$ cat src/rtl/frame_mem_arbiter.sv
// Frame RAM arbiter: scanout fetch has priority, writers A/B share the rest.
// Define FRAME_MEM_ARB_VBLANK_ONLY_EN to restrict writes to vertical blanking.
module frame_mem_arbiter (
    input  logic        CLK25MHz,
    input  logic        RESET,
    input  logic [10:0] XCoord,
    input  logic [10:0] YCoord,
    output logic [7:0]  pixel_out,
    input  logic        wr_req_a,
    input  logic [14:0] wr_addr_a,
    input  logic [7:0]  wr_data_a,
    output logic        wr_ack_a,
    input  logic        wr_req_b,
    input  logic [14:0] wr_addr_b,
    input  logic [7:0]  wr_data_b,
    output logic        wr_ack_b,
    output logic [14:0] mem_addr,
    output logic        mem_we,
    output logic [7:0]  mem_wdata,
    input  logic [7:0]  mem_rdata
);

    localparam logic [14:0] CELLS = 15'd19200;

    logic        slot_mid;
    logic        slot_end;
    logic [10:0] fetch_x;
    logic [10:0] fetch_y;
    logic        live;
    logic [14:0] row_base;
    logic [14:0] fetch_addr;
    logic        wr_window;
    logic        gnt_a;
    logic        gnt_b;
    logic        live_q;
    logic        rr_q;
    logic        rr_d;
    logic [7:0]  pixel_d;

    always_comb begin
        slot_mid = (XCoord[1:0] == 2'd2) && (XCoord < 11'd638);
        slot_end = (XCoord == 11'd798);
        fetch_x  = slot_end ? 11'd0 : XCoord + 11'd2;
        if (!slot_end)
            fetch_y = YCoord;
        else if (YCoord == 11'd524)
            fetch_y = 11'd0;
        else
            fetch_y = YCoord + 11'd1;
        live = (slot_mid || slot_end) && (fetch_y < 11'd480) && !RESET;
    end

    // row * 160 as (row << 7) + (row << 5)
    always_comb begin
        row_base   = ({6'd0, fetch_y[10:2]} << 7) + ({6'd0, fetch_y[10:2]} << 5);
        fetch_addr = row_base + {6'd0, fetch_x[10:2]};
    end

    always_comb begin
`ifdef FRAME_MEM_ARB_VBLANK_ONLY_EN
        wr_window = !live && !RESET && (YCoord >= 11'd480);
`else
        wr_window = !live && !RESET;
`endif
        gnt_a = wr_window && wr_req_a && (!wr_req_b || !rr_q);
        gnt_b = wr_window && wr_req_b && (!wr_req_a || rr_q);
    end

    always_comb begin
        mem_addr  = 15'd0;
        mem_we    = 1'b0;
        mem_wdata = 8'd0;
        wr_ack_a  = gnt_a;
        wr_ack_b  = gnt_b;
        if (live) begin
            mem_addr = fetch_addr;
        end else if (gnt_a) begin
            mem_addr  = wr_addr_a;
            mem_wdata = wr_data_a;
            mem_we    = (wr_addr_a < CELLS);
        end else if (gnt_b) begin
            mem_addr  = wr_addr_b;
            mem_wdata = wr_data_b;
            mem_we    = (wr_addr_b < CELLS);
        end
    end

    // Pointer favours the port that was not served last.
    always_comb begin
        rr_d = rr_q;
        if (gnt_a)
            rr_d = 1'b1;
        else if (gnt_b)
            rr_d = 1'b0;
        pixel_d = live_q ? mem_rdata : pixel_out;
    end

    always_ff @(posedge CLK25MHz) begin
        if (RESET) begin
            live_q    <= 1'b0;
            rr_q      <= 1'b0;
            pixel_out <= 8'd0;
        end else begin
            live_q    <= live;
            rr_q      <= rr_d;
            pixel_out <= pixel_d;
        end
    end

endmodule

$ cat config.mk
export PLATFORM = sky130hd
export DESIGN_NAME = frame_mem_arbiter
export DESIGN_NICKNAME = d
export VERILOG_FILES = /design/src/rtl/frame_mem_arbiter.sv
export SDC_FILE = /design/constraint.sdc
export NUM_CORES = 1
export LEC_CHECK = 0
export ABC_AREA = 1
export CORE_ASPECT_RATIO = 2
export CORE_MARGIN = 8
export CORE_UTILIZATION = 41
export CTS_BUF_LIST = sky130_fd_sc_hd__clkbuf_2 sky130_fd_sc_hd__clkbuf_4 sky130_fd_sc_hd__clkbuf_8
export DETAILED_ROUTE_END_ITERATION = 8
export PLACE_DENSITY = 0.83
export SLEW_MARGIN = 20
export SYNTH_ARGS = -nofsm -noshare
export SYNTH_HDL_FRONTEND = slang
export SYNTH_SLANG_ARGS = --single-unit
$ cat constraint.sdc
create_clock -name CLK25MHz -period 4.58 [get_ports CLK25MHz]
set_input_delay 0.458 -clock CLK25MHz [delete_from_list [all_inputs] [get_ports CLK25MHz]]
set_output_delay 0.458 -clock CLK25MHz [all_outputs]
set_load 0.05 [all_outputs]
==> flow_summary.toml, run 1 <==
[floorplan]
die_w_um = 67.4
initial_utilization = 0.422
rows = 37
ios = 114
core-area_mm2 = 0.00514
dieArea_mm2 = 0.00801
die_y_um = 119

[global_route]
grt_max_degree = 25
grtUsageTotal = 0.193
grt_pass1_wl_um = 12800
antenna_found_initial = 0
grt_pass1_vias = 2974
overflow = 0

[power_and_ir_drop]
ir_worst_vdd_mv = 0.205
cellLeakagePower_nw = 1.79
powerDensity_mw_per_mm2 = 159

[logic_synthesis]
yosysTopAreaCell = "nand2_1"
synth_top_area_frac = 0.164
syn_nets = 454
synth_flop_cell = "dfxtp_1"
synthArstFlopShare = 0
syn_avg_cell_area_um2 = 6.11
syn_area_mm2 = 0.00217
synth_area_leaders = "nand2_1, dfxtp_1, ha_1"
yosys_warnings = 0
ys_seq_area_frac = 0.0923
synth_cell_type_count = 41
synth_edf_count = 0
synth-seq-cells = 10
netlist_instances = 355

[drt]
vias = 2815
wl_per_cell_um = 14.8
first_pass_iters = 5
vias_per_cell = 5.20
detail-route-antenna-nets = 0
drtIter0Drc = 158
drc = 0
wirelength_um = 7980

[timing]
tns_ns = 0
min_period_ns = 4.46
max_slew_margin = 0.631
hold_violations = 0
worst_clock_skew_ns = 0.00432
drv_slew = 0
max_freq_ghz = 0.224
setup_viol = 0
period_share = 0.973
worstMarginPinSlew_ns = 0.552

[cts]
clockRootBuffer = "clkbuf_8"
tritoncts = "done"
clock_sinks = 10
cts_buffers = 3
cts_buffer_depth = 2
htreeDepth = 1
clk_pin_slew_worst_paths_ns = 0.05
clock_latency_ns = 0.24

[worst_setup_path]
cpPeakStageDelay_ns = 0.51
cp_common_cell = "inv_1"
worstSetupEndpointType = "output port"
crit_type = "primary input to output port"
start_kind = "primary input"
required_ns = 4.12
ff2ff_path_depth = 3
critPathSlowestCell = "fa_1"
cp.arrival_ns = 4.00
cp_cell_sequence = "clkdlybuf4s50_1, nand2_2, nor2_2, nand2_1, or4_4, nor3_2, a21oi_1, nor2_1, inv_1, fa_1, inv_1, fa_2, a31oi_4, inv_1, a21oi_2, o21ai_1, xor2_1, nand2_1, nand3_2, buf_12"
worstPathMaxFanout = 2

[run]
maxCapViolCount = 0

[placement]
placed_cells = 534
io_buffers = 113
placed_area_mm2 = 0.00349
hpwl_um = 6750
place_congestion = 0.931

[worst_hold_path]
hold_depth = 2
min_path_type = "flip-flop to flip-flop"

[finish]
nets = 583
final_area_mm2 = 0.00364
drive_gt1_frac = 0.186
final_cell_mix = "clkdlybuf4s50_1, nand2_1, inv_1"
area_growth_pct = 68.1
finalNonFillerCells = 541
antenna_cells = 0
final_common_cell = "clkdlybuf4s50_1"

[status]
status = "complete, no violations"
## logic make-up after synthesis
group,after synthesis,share of synthesized area
fa+ha+maj,19,0.120
xor+xnor,10,0.0404
simple gates,225,0.537
flops,10,0.0923
buf+inv,55,0.119
compound gates,36,0.0918
## final timing paths
path / startpoint / endpoint / slack [ns]
max: XCoord[9] / mem_addr[12] / 0.12
min: rr_q / rr_q / 0.49
max reg2reg: live_q / pixel_out[2] / 3.63
min reg2reg: rr_q / rr_q / 0.49
## metrics by stage
stage | power [mW] | utilization | hold slack, ns | setup slack, ns
5_1_grt | 0.612 | 0.709 | 0.512 | -0.00461
4_1_cts | 0.565 | 0.692 | 0.497 | 0.0176
2_1_floorplan | 0.290 | - | 0.455 | 0.624
6_report | 0.578 | 0.709 | 0.493 | 0.124
3_3_place_gp | 0.444 | 0.680 | 0.469 | -0.0235
3_5_place_dp | 0.451 | 0.680 | 0.487 | -0.0898
## cell type report
class                      count  area [um^2]
inverter                      48          185
multi-input combinational    290         1780
tap                           58         72.6
clock buffer                   4         55.1
fill                         419         1490
sequential                    10          200
timing repair buffer         131         1350
## power breakdown
group	total, mW	internal (mW)	switching (mW)	leakage (nW)
registers	0.0898	0.0888	0.000963	0.0809
clock network	0.110	0.0756	0.0346	0.0288
logic	0.378	0.174	0.203	1.68
## metal layers
metal | global-route usage | vias up | share of wire
met5 | 0 | - | 0
met4 | 0.0672 | 0 | 0.025
met3 | 0.0516 | 19 | 0.085
met2 | 0.375 | 111 | 0.56
met1 | 0.177 | 1285 | 0.33
li1 | - | 1400 | -
## Yosys cell counts, drive strengths merged, types with 2 or more instances
cell,instances
xor2,9
or2,3
nand2,111
ha,16
nor2,48
o21ai,15
fa,3
nand4,5
buf,6
a21oi,13
inv,46
nand3,49
dfxtp,10
clkinv,2
a21o,2
nor3,6
## registers in the layout, indices dropped and copies added (netlist names)
register,count
pixel_out,8
live_q,1
rr_q,1
## timing repair
item	in CTS	in global routing
cloned	0	0
setup buffers	0	3
pin swaps	1	4
gates resized for setup	2	17
hold buffers	0	0
setup endpoints to repair	3	5
## critical path: cells and delay by family
family	cells	cell delay, ns
AOI/OAI and AO/OA	4	0.47
xor gates and xnor gates	1	0.14
adders and majority gates	2	0.88
buffers and inverters	5	0.89
and+or+nand+nor	8	1.15
(Power assumes the default switching activity.)
==> run 2: changes to the inputs <==
--- a/config.mk
+++ b/config.mk
@@ -5,13 +5,12 @@
 export SDC_FILE = /design/constraint.sdc
 export NUM_CORES = 1
 export LEC_CHECK = 0
-export ABC_AREA = 1
 export CORE_ASPECT_RATIO = 2
 export CORE_MARGIN = 8
-export CORE_UTILIZATION = 41
+export CORE_UTILIZATION = 39
 export CTS_BUF_LIST = sky130_fd_sc_hd__clkbuf_2 sky130_fd_sc_hd__clkbuf_4 sky130_fd_sc_hd__clkbuf_8
 export DETAILED_ROUTE_END_ITERATION = 8
-export PLACE_DENSITY = 0.83
+export PLACE_DENSITY = 0.85
 export SLEW_MARGIN = 20
 export SYNTH_ARGS = -nofsm -noshare
 export SYNTH_HDL_FRONTEND = slang
==> run 2 against run 1 <==
Effect of this change: count of clock-buffer cells in the layout unchanged; final area increased by 2.6%; sequential share of layout area decreased by 0.14 points; die area decreased by 7.4%; first-iteration DRC count decreased by 8.2%; critical endpoint unchanged; cell count decreased by 13%; non-clock buffer count increased by 43; wire length increased by 12%; clock skew decreased by 0.0029 ns; worst hold slack improved by 0.0068 ns.
==> flow_summary.toml, run 2 <==
[logic_synthesis]
synth_area_leaders = "dfxtp_1, ha_1, a22oi_1"
synth_cell_type_count = 50
yosys_warnings = 0
netlist_instances = 246
syn_area_mm2 = 0.00188
synthArstFlopShare = 0
synth-seq-cells = 10
synth_edf_count = 0
synth_flop_cell = "dfxtp_1"
syn_avg_cell_area_um2 = 7.63
ys_seq_area_frac = 0.107
yosysTopAreaCell = "dfxtp_1"
syn_nets = 345
synth_common_cells = "nor2_1, a22oi_1, nand2_1, ha_1, mux2i_1"
synth_top_area_frac = 0.107
synth.most_common_cell = "nor2_1"

[global_route]
overflow = 0
antenna_found_initial = 0
grt_pass1_wl_um = 13900
grt_pass1_vias = 2922
grt_max_degree = 26
grtUsageTotal = 0.226

[drt]
detail-route-antenna-nets = 0
first_pass_iters = 4
drtIter0Drc = 145
wl_per_cell_um = 19.0
vias = 2714
drc = 0
wirelength_um = 8920
vias_per_cell = 5.80

[timing]
rsz0062_at_grt = "true"
max_slew_margin = 0.368
drv_slew = 0
max_freq_ghz = 0.218
worst_clock_skew_ns = 0.00146
period_share = 0.999
hold_violations = 0
min_period_ns = 4.58
hold_ws_ns = 0.499
setup_viol = 0
worstMarginPinSlew_ns = 0.948

[finish]
drive_gt1_frac = 0.307
final_cell_mix = "clkdlybuf4s50_1, buf_4, nor2_1, a22oi_1, nand2_1"
largest_reg_flops = 8
finalNonFillerCells = 468
fillers = 313
final_common_cell = "clkdlybuf4s50_1"
nets = 511
reg_top3 = "pixel_out x8, live_q x1, rr_q x1"
max_flop_register = "pixel_out"
antenna_cells = 0
area_growth_pct = 99.2
final_area_mm2 = 0.00374
post-route-util = 0.783

[worst_setup_path]
cp.arrival_ns = 4.12
cp_cell_sequence = "buf_6, or4b_4, nor4_4, and3_1, and3_4, xor2_2, inv_1, fa_1, inv_2, fa_2, a21oi_4, o211ai_1, buf_4, a21oi_2, xnor2_1, nand3_1, o22ai_4, buf_12"
critPathSlowestCell = "or4b_4"
r2r-end = "pixel_out[7]"
worstSetupEndpointType = "output port"
rr_startpoint = "live_q"
crit_type = "primary input to output port"
required_ns = 4.12
cpPeakStageDelay_ns = 0.55
reg2reg_slack_ns = 3.51
worstPathMaxFanout = 2
ff2ff_path_depth = 2
start_kind = "primary input"

[cts]
cts_buffer_depth = 2
htreeDepth = 1
clock_sinks = 10
clockRootBuffer = "clkbuf_8"
tritoncts = "done"
clk_pin_slew_worst_paths_ns = 0.05
clock_latency_ns = 0.23
cts_buffers = 3

[placement]
place_congestion = 0.896
hpwl_um = 7120
placed_cells = 458
io_buffers = 113
placed_area_mm2 = 0.00351

[floorplan]
dieArea_mm2 = 0.00742
rows = 36
die_w_um = 65.1
ios = 114
initial_utilization = 0.393
core-area_mm2 = 0.00477
die_y_um = 114

[status]
status = "complete, no violations"

[power_and_ir_drop]
ir_worst_vdd_mv = 0.134
powerDensity_mw_per_mm2 = 165
cellLeakagePower_nw = 1.59

[worst_hold_path]
hold_depth = 2
min_path_type = "flip-flop to flip-flop"
hold_end = "pixel_out[5]"
min-delay-start = "pixel_out[5]"

[run]
maxCapViolCount = 0
[run 2: cell count changes after synthesis, sizes merged, moves of 13 or more]
cell   previous run  this run
mux2i             0        13
a22oi             0        24
inv              46        12
nand2           111        17
nor2             48        27
nand3            49        10
[run 2: how the worst max path moves through the flow]
stage,start,end,cells after the start
2_1_floorplan,XCoord[0],mem_addr[13],15
3_3_place_gp,XCoord[1],mem_addr[12],17
3_5_place_dp,XCoord[1],mem_addr[14],18
4_1_cts,XCoord[2],mem_addr[13],17
5_1_grt,XCoord[6],mem_addr[12],18
6_report,XCoord[6],mem_addr[12],18
[run 2: what timing repair did]
item                                    CTS  global route
buffers inserted                          5             2
hold buffers                              0             0
pin swaps                                25            21
endpoints found under the setup margin    6             6
gates resized for setup                  37            23
[run 2: critical path: cells and delay by family]
| kind | cells | cell delay (ns) |
|---|---|---|
| simple gates | 5 | 1.36 |
| fa+ha+maj | 2 | 0.89 |
| compound gates | 4 | 0.59 |
| buf+inv | 5 | 0.54 |
| xor+xnor | 2 | 0.27 |
[run 2: area by class of cell]
cell class | instances | area (um^2) | area share
Tap cell | 57 | 71.3 | 0.0191
Inverter | 12 | 45.0 | 0.0120
Clock buffer | 4 | 55.1 | 0.0147
Sequential cell | 10 | 200 | 0.0535
Multi-Input combinational cell | 211 | 1740 | 0.467
Timing Repair Buffer | 174 | 1620 | 0.434
[run 2: cell families after synthesis]
group           share of synthesized area
simple gates                        0.269
buf+inv                            0.0620
flops                               0.107
fa+ha+maj                           0.139
compound gates                      0.255
mux                                0.0753
xor+xnor                           0.0933
[run 2: report_power, final]
group	leakage [nW]	internal, mW	switching (mW)
Sequential	0.0809	0.0884	0.000918
Clock	0.0288	0.0754	0.0330
Combinational	1.48	0.211	0.207
[run 2: through the flow]
stage / power (mW) / TNS [ns] / worst slack (ns)
after CTS: 0.598 / 0 / 0.00226
after detailed placement: 0.474 / -2.07 / -0.481
after floorplan: 0.274 / -0.00272 / -0.00272
final: 0.615 / 0 / 0.00299
after global routing: 0.646 / -0.252 / -0.126
after global placement: 0.463 / -1.53 / -0.375
[run 2: per-layer routing]
layer  routed length (um)  share of wire  GRT usage
met1                 3230           0.36      0.235
met2                 4730           0.53      0.439
met3                  787          0.088     0.0441
met4                  172          0.019     0.0469
met5                    0              0          0
==> run 3: changes to the inputs <==
--- a/config.mk
+++ b/config.mk
@@ -6,7 +6,7 @@
 export NUM_CORES = 1
 export LEC_CHECK = 0
 export CORE_ASPECT_RATIO = 2
-export CORE_MARGIN = 8
+export CORE_MARGIN = 10
 export CORE_UTILIZATION = 39
 export CTS_BUF_LIST = sky130_fd_sc_hd__clkbuf_2 sky130_fd_sc_hd__clkbuf_4 sky130_fd_sc_hd__clkbuf_8
 export DETAILED_ROUTE_END_ITERATION = 8
==> run 3 against run 2 <==
Effect of this change: total power decreased by 1.3%; worst setup slack improved by 0.040 ns; first-iteration DRC count grew 56%; register-to-register slack improved by 0.04 ns; clock power barely moved; combinational power shrank 2%; global-route usage is 3.2 points lower; critical path depth increased by 1; via count down 1.9%; final area down 1.3%; sequential cell count did not move; critical path type unchanged; critical endpoint is now mem_addr[11]; largest power group unchanged.
==> flow_summary.toml, run 3 (synthesis gave the netlist of run 2 again) <==
[finish]
reg_top3 = "pixel_out x8, live_q x1, rr_q x1"
final_area_mm2 = 0.00369
max_flop_register = "pixel_out"
largest_reg_flops = 8
nets = 501
area_growth_pct = 96.7
drive_gt1_frac = 0.299
final_common_cell = "clkdlybuf4s50_1"
final_cell_mix = "clkdlybuf4s50_1, buf_4, nor2_1, a22oi_1, nand2_1"

[placement]
place_ws_ns = -0.455
placed_area_mm2 = 0.00342
place_congestion = 0.859
io_buffers = 113
hpwl_um = 6720

[worst_setup_path]
r2r-end = "pixel_out[6]"
worstPathMaxFanout = 2
crit_type = "primary input to output port"
rr_startpoint = "live_q"
ff2ff_path_depth = 2
worstSetupEndpointType = "output port"
required_ns = 4.12
start_kind = "primary input"
reg2reg_slack_ns = 3.55
cp.arrival_ns = 4.08

[timing]
max_slew_margin = 0.538
hold_violations = 0
hold_ws_ns = 0.492
max_freq_ghz = 0.220
period_share = 0.991
drv_slew = 0
worst_slack_ns = 0.0426
worst_clock_skew_ns = 0.000843
rsz0062_at_grt = "true"
worstMarginPinSlew_ns = 0.693
tns_ns = 0
min_period_ns = 4.54
setup_viol = 0

[worst_hold_path]
hold_end = "pixel_out[5]"
min-delay-start = "pixel_out[5]"
min_path_type = "flip-flop to flip-flop"
hold_depth = 2

[power_and_ir_drop]
ir_worst_vdd_mv = 0.161
cellLeakagePower_nw = 1.58
total_power_mw = 0.607
powerDensity_mw_per_mm2 = 165

[cts]
clockRootBuffer = "clkbuf_8"
clock_sinks = 10
cts_buffer_depth = 2
clk_pin_slew_worst_paths_ns = 0.05
cts_buffers = 3
tritoncts = "done"
clock_latency_ns = 0.23
htreeDepth = 1

[global_route]
grtUsageTotal = 0.193
grt_pass1_vias = 2817
antenna_found_initial = 0
grt_pass1_wl_um = 13500
grt_max_degree = 23
overflow = 0

[drt]
first_pass_iters = 5
wl_met2_um = 4800
wl_met3_um = 552
drc = 0
wirelength_um = 8780
vias = 2662
wl_per_cell_um = 19.2
routed.top_layer = "met4"
wl_met1_um = 3080
detail-route-antenna-nets = 0
drtIter0Drc = 226
vias_per_cell = 5.82

[floorplan]
die_w_um = 69.1
ios = 114
initial_utilization = 0.404
die_y_um = 118
dieArea_mm2 = 0.00816
rows = 35
core-area_mm2 = 0.00464

[run]
maxCapViolCount = 0

[status]
status = "complete, no violations"
==> run 3: cell count changes in the layout (fill, tap and decap cells not counted), moves of 2 or more <==
cell / before / now
buf_4: 68 / 57
buf_6: 3 / 1
dlymetal6s2s_1: 1 / 5
nand2_1: 16 / 14
clkdlybuf4s50_1: 90 / 87
nand2_2: 1 / 3
==> run 3: what timing repair did <==
action | CTS | global route
pin swaps | 20 | 20
buffers inserted | 4 | 4
hold buffers | 0 | 0
endpoints found under the setup margin | 6 | 6
resized for setup | 34 | 28
==> run 3: cell type report <==
class                      count  area (um^2)
antenna                        1         2.50
clock buffer                   4         55.1
fill                         298          951
inverter                      12         45.0
multi-input combinational    211         1750
sequential                    10          200
tap                           55         68.8
timing repair buffer         164         1570
==> run 3: critical path, stage by stage <==
cell and delay [ns]:
buf_6 0.09, or4b_4 0.55, nor4_4 0.18, and3_4 0.22, and3_4 0.19, xor2_2 0.18, inv_2 0.05, fa_1 0.51
inv_2 0.06, buf_12 0.12, ha_4 0.22, a21o_1 0.18, a21oi_2 0.18, buf_4 0.15, o211ai_1 0.11, xor2_1 0.18
nand4_1 0.13, o21ai_2 0.13, buf_12 0.17
==> run 3: power breakdown <==
group | switching, mW | internal, mW | leakage [nW]
Combinational | 0.201 | 0.206 | 1.47
Sequential | 0.00118 | 0.0883 | 0.0809
Clock | 0.0351 | 0.0756 | 0.0288
Total | 0.238 | 0.370 | 1.58
==> run 3: layer usage <==
| layer | vias to the layer above | GRT usage |
|---|---|---|
| met5 | - | 0 |
| met4 | 0 | 0.0873 |
| met3 | 32 | 0.0380 |
| met2 | 151 | 0.368 |
| met1 | 1249 | 0.191 |
| li1 | 1230 | - |
==> run 3: through the flow <==
step / std cells / util
after CTS: 453 / 0.773
final: 457 / 0.795
after global placement: 445 / 0.738
after detailed placement: 445 / 0.738
after global routing: 456 / 0.795
after floorplan: 246 / -
==> run 3: worst max path at each step <==
stage | start | endpoint | slack (ns) | cells after the start
final | XCoord[5] | mem_addr[11] | 0.04 | 19
after global placement | XCoord[1] | mem_addr[12] | -0.40 | 17
after CTS | XCoord[0] | mem_addr[13] | 0.006 | 17
after global routing | XCoord[5] | mem_addr[12] | -0.15 | 17
after detailed placement | XCoord[1] | mem_addr[12] | -0.45 | 17
after floorplan | XCoord[0] | mem_addr[13] | -0.003 | 15
